## config.mk

```make
export PLATFORM = sky130hd
export DESIGN_NAME = int_wire_seq
export DESIGN_NICKNAME = d
export VERILOG_FILES = /design/src/rtl/int_wire_seq.sv
export SDC_FILE = /design/constraint.sdc
export NUM_CORES = 1
export LEC_CHECK = 0
export BUFFER_PORTS_ARGS = -buffer_cell sky130_fd_sc_hd__buf_2
export CORE_MARGIN = 3
export CORE_UTILIZATION = 55
export CTS_CLUSTER_DIAMETER = 60
export DETAILED_ROUTE_END_ITERATION = 10
export MAX_ROUTING_LAYER = met4
export PLACE_DENSITY = 0.74
export SETUP_SLACK_MARGIN = 0.15
export SYNTH_ARGS = -nofsm -noshare
export SYNTH_HDL_FRONTEND = slang
export SYNTH_SLANG_ARGS = --single-unit
```

## constraint.sdc

```tcl
create_clock -name clk -period 2.4 [get_ports clk]
set_input_delay 0.12 -clock clk [delete_from_list [all_inputs] [get_ports clk]]
set_output_delay 0.12 -clock clk [all_outputs]
set_load 0.05 [all_outputs]
```

## src/rtl/int_wire_seq.sv

```systemverilog
// int_wire_seq
//   Drives the three inputs of an int_wire block through the fixed ramp
//   {in3,in2,in1} = 000, 001, 011, 111. Each step is held for DWELL cycles.
//   On the last cycle of each step, the block captures int_wire's {out2,out1}
//   into result[2k+1:2k], where k is the step number.
//
// Parameters
//   DWELL  cycles each step is held (0 and 1 both mean one cycle)
//   CW     dwell counter width; DWELL must be < 2**CW
//
// Ports
//   clk     rising-edge clock
//   rst_n   asynchronous active-low reset
//   start   level request for a pass, sampled in IDLE
//   busy    high while the ramp is running
//   done    one-cycle pulse when a pass completes
//   step    current ramp step 0..3
//   in1-3   drives to int_wire
//   out1-2  returns from int_wire
//   result  packed {out2,out1} captures, one pair per step
//
// Build option
//   INT_WIRE_SEQ_LOOP_EN  when defined, a start held high in DONE restarts the
//                         ramp immediately, so passes run back-to-back.
module int_wire_seq #(
  parameter int DWELL = 20,
  parameter int CW    = 8
) (
  input  logic       clk,
  input  logic       rst_n,
  input  logic       start,
  output logic       busy,
  output logic       done,
  output logic [1:0] step,
  output logic       in1,
  output logic       in2,
  output logic       in3,
  input  logic       out1,
  input  logic       out2,
  output logic [7:0] result
);

  // Terminal count of the dwell counter; DWELL of 0 or 1 collapses to a single cycle.
  localparam logic [CW-1:0] LAST = (DWELL <= 1) ? '0 : CW'(DWELL - 1);

  typedef enum logic [1:0] {S_IDLE, S_RUN, S_DONE} state_t;

  state_t        state, state_nxt;
  logic [CW-1:0] cnt, cnt_nxt;
  logic [1:0]    step_nxt;
  logic [7:0]    result_nxt;
  logic          busy_nxt, done_nxt;
  logic          in1_nxt, in2_nxt, in3_nxt;

  always_comb begin
    state_nxt  = state;
    cnt_nxt    = cnt;
    step_nxt   = step;
    result_nxt = result;
    busy_nxt   = busy;
    done_nxt   = 1'b0;

    case (state)
      S_IDLE: begin
        if (start) begin
          state_nxt  = S_RUN;
          cnt_nxt    = '0;
          step_nxt   = 2'd0;
          result_nxt = 8'h00;
          busy_nxt   = 1'b1;
        end
      end

      S_RUN: begin
        cnt_nxt = cnt + CW'(1);
        if (cnt == LAST) begin
          // The int_wire outputs seen here come from this step's drives.
          result_nxt[{step, 1'b0} +: 2] = {out2, out1};
          cnt_nxt = '0;
          if (step != 2'd3) begin
            step_nxt = step + 2'd1;
          end else begin
            state_nxt = S_DONE;
            busy_nxt  = 1'b0;
            done_nxt  = 1'b1;
          end
        end
      end

      S_DONE: begin
        state_nxt = S_IDLE;
`ifdef INT_WIRE_SEQ_LOOP_EN
        if (start) begin
          state_nxt  = S_RUN;
          cnt_nxt    = '0;
          step_nxt   = 2'd0;
          result_nxt = 8'h00;
          busy_nxt   = 1'b1;
        end
`endif
      end

      default: begin
        state_nxt = S_IDLE;
        busy_nxt  = 1'b0;
      end
    endcase

    // The drives follow the state and step being entered, so they change on the same edge.
    in1_nxt = (state_nxt == S_DONE) || ((state_nxt == S_RUN) && (step_nxt >= 2'd1));
    in2_nxt = (state_nxt == S_DONE) || ((state_nxt == S_RUN) && (step_nxt >= 2'd2));
    in3_nxt = (state_nxt == S_DONE) || ((state_nxt == S_RUN) && (step_nxt == 2'd3));
  end

  always_ff @(posedge clk or negedge rst_n) begin
    if (!rst_n) begin
      state  <= S_IDLE;
      cnt    <= '0;
      step   <= 2'd0;
      result <= 8'h00;
      busy   <= 1'b0;
      done   <= 1'b0;
      in1    <= 1'b0;
      in2    <= 1'b0;
      in3    <= 1'b0;
    end else begin
      state  <= state_nxt;
      cnt    <= cnt_nxt;
      step   <= step_nxt;
      result <= result_nxt;
      busy   <= busy_nxt;
      done   <= done_nxt;
      in1    <= in1_nxt;
      in2    <= in2_nxt;
      in3    <= in3_nxt;
    end
  end

endmodule
```

==> results.cfg <==
[status]
status = completed

[global_routing]
grt_max_degree = 26
grt_usage_pct = 21.5
overflow = 0
antenna_found_initial = 0
first_global_vias = 981
grt_pass1_wl_um = 4440

[critical_path]
cp_cell_sequence = ha_2, or4b_4, o41ai_4, buf_4, o211ai_1, a21o_1
critPathBufInv = 1
required_ns = 2.63
crit_family = compound AO/OA/AOI/OAI gates
crit_fanout = 8
cp_slowest_cell = or4b_4
cp.arrival_ns = 2.32
crit_type = register to register
startpoint_type = register
crit_path_end_kind = register
max_stage_delay_ns = 0.51

[placement]
globalplace.congestion = 0.924
numPortBuffers = 19
hpwl_um = 1920
placed_cell_area_um2 = 1440

[detailed_routing]
wl_um = 2690
antenna_left = 0
drt_pass1_iterations = 4
wire_per_inst_um = 14.9
vias = 1071
vias_per_cell = 5.92
drc = 0
drtIter0Drc = 25

[logic_synthesis]
synth.distinct_cells = 39
synth_ff_type = dfrtp_1
synth_edf_count = 0
synth-seq-cells = 25
netlist_area_um2 = 1320
synth_warnings = 0
synth.yosys.seq_area_share_pct = 47.4
synth.avg_cell_area_um2 = 10.1
async_flop_share_pct = 100
syn-num-nets = 141
netlist_instances = 131

[timing]
timing.final.crit_period_ns = 2.09
maxSlewViolCount = 0
worst_slew_pin_slew_ns = 0.561
min_period_over_period_pct = 87.1
fmax_mhz = 479
max_slew_margin_pct = 62.6
hold_violations = 0
setup_viol = 0
tns_ns = 0
skew_ns = 0.00415
rsz0062_at_grt = false

[floorplanning]
core.rowCount = 17
initial_core_util_pct = 59.0
coreArea_um2 = 2230
ioPinCount = 20
die_w_um = 55.0
die_y_um = 55.0
dieArea_um2 = 3020

[final_layout]
regArea_um2 = 626
n_antenna_cell = 0
area.growth.synth_to_final_pct = 13.0
drive_above_1_share_pct = 21.6
nNetsFinal = 164
multi_input_area_um2 = 657
nFillCells = 189
design_area_um2 = 1490

[clocking]
clk_latency_ns = 0.32
clkTransAtPathRegs_ns = 0.14
htreeDepth = 1
cts_inserted_buffers = 3
cts_tree = done
cts_setup_buffers = 0
clk_path_buf_depth = 2
clkSinkCount = 25
cts_root_buffer = clkbuf_4

[power]
finalPower_w = 0.000648
leakagePower_nw = 0.728
vdd_drop_max_mv = 0.404
p_per_area_nw_per_um2 = 435

[job]
max-cap-violations = 0

[hold_path]
worstHoldPathType = input port to register
-- registers in the layout (all words and copies together) (netlist names), 2 cells and up --
register	count
cnt	8
state	2
result	8
step	2
-- cells by family (layout without fill, tap and decap cells) --
logic type / after synthesis / in the layout / share of synthesized area, %
compound gates: 27 / 27 / 15.1
xor+xnor: 1 / 1 / 0.664
fa+ha+maj: 5 / 5 / 4.74
buf+inv: 10 / 32 / 3.80
flops: 25 / 25 / 47.4
mux: 6 / 6 / 4.55
simple gates: 57 / 57 / 23.7
-- final timing paths --
| kind | from | to | slack, ns | cells after the start |
|---|---|---|---|---|
| max in group asynchronous | rst_n | cnt[0] | 1.73 | 2 |
| worst max-delay path | cnt[0] | busy | 0.31 | 6 |
| worst min register to register | busy | busy | 0.51 | 1 |
| worst max register to register | cnt[0] | busy | 0.31 | 6 |
| worst min-delay path | out2 | result[7] | 0.05 | 2 |
| min in group asynchronous | rst_n | cnt[3] | 0.30 | 2 |
-- per-layer routing --
layer / track usage (%) / up-vias / routed length (um)
met5: - / - / 0
met2: 31.7 / 34 / 1280
met3: 3.75 / 5 / 119
met1: 29.6 / 515 / 1260
li1: - / 517 / -
met4: 8.10 / 0 / 28
-- through the flow --
stage / instances / setup slack, ns / util (%) / hold slack, ns
5_1_grt: 181 / 0.160 / 66.7 / 0.0538
3_3_place_gp: 176 / 0.317 / 64.5 / 0.131
6_report: 181 / 0.310 / 66.7 / 0.0453
2_1_floorplan: 131 / 0.461 / - / -0.176
4_1_cts: 181 / 0.213 / 66.1 / 0.0404
3_5_place_dp: 176 / 0.235 / 64.5 / 0.143
-- power by group --
part | total, W | internal [W] | switching (W)
Combinational | 0.0000288 | 0.00000678 | 0.0000220
Sequential | 0.000425 | 0.000424 | 0.00000144
Clock | 0.000194 | 0.0000651 | 0.000129
Total | 0.000648 | 0.000496 | 0.000152
-- placed cells by master, fill, tap and decap left out, drive strengths merged, types with 2 or more instances in the layout --
cell type  instances
a21o               4
a21oi              2
a31oi              2
and3               3
buf               22
clkbuf             4
dfrtp             25
ha                 5
inv                5
mux2i              6
nand2             19
nand2b             2
nand3              8
nor2              10
nor2b              3
nor4               3
o211ai             2
o21ai              7
o2bb2ai            2
or3                2
-- area by class of cell --
| type | instances | area share [%] |
|---|---|---|
| repair buffers | 23 | 8.56 |
| well taps | 28 | 2.35 |
| inverters | 5 | 1.26 |
| multi-input cells | 96 | 44.1 |
| flip-flops and latches | 25 | 42.0 |
| clock buffers | 4 | 1.76 |
-- synth_stat cells, types with 3 or more instances --
master | n | share of area, %
nand3_1 | 8 | 3.0
ha_1 | 5 | 4.7
dfrtp_1 | 25 | 47
nor2b_1 | 3 | 1.4
inv_1 | 5 | 1.4
mux2i_1 | 6 | 4.6
and3_1 | 3 | 1.4
o21ai_0 | 7 | 2.7
nand2_1 | 19 | 5.4
a21o_1 | 4 | 2.3
nor2_1 | 10 | 2.8
-- worst register-to-register path, cell delays in order, from the launching register on --
cell      delay [ns]
dfrtp_1         0.45
ha_2            0.25
or4b_4          0.52
o41ai_4         0.29
buf_4           0.22
o211ai_1        0.09
a21o_1          0.18
-- what timing repair did --
item / in CTS / in global routing
hold buffers: 1 / 0
gates resized for setup: 0 / 2
setup endpoints to repair: 0 / 5
hold endpoints to repair: 25 / 0
(Power assumes the default switching activity.)
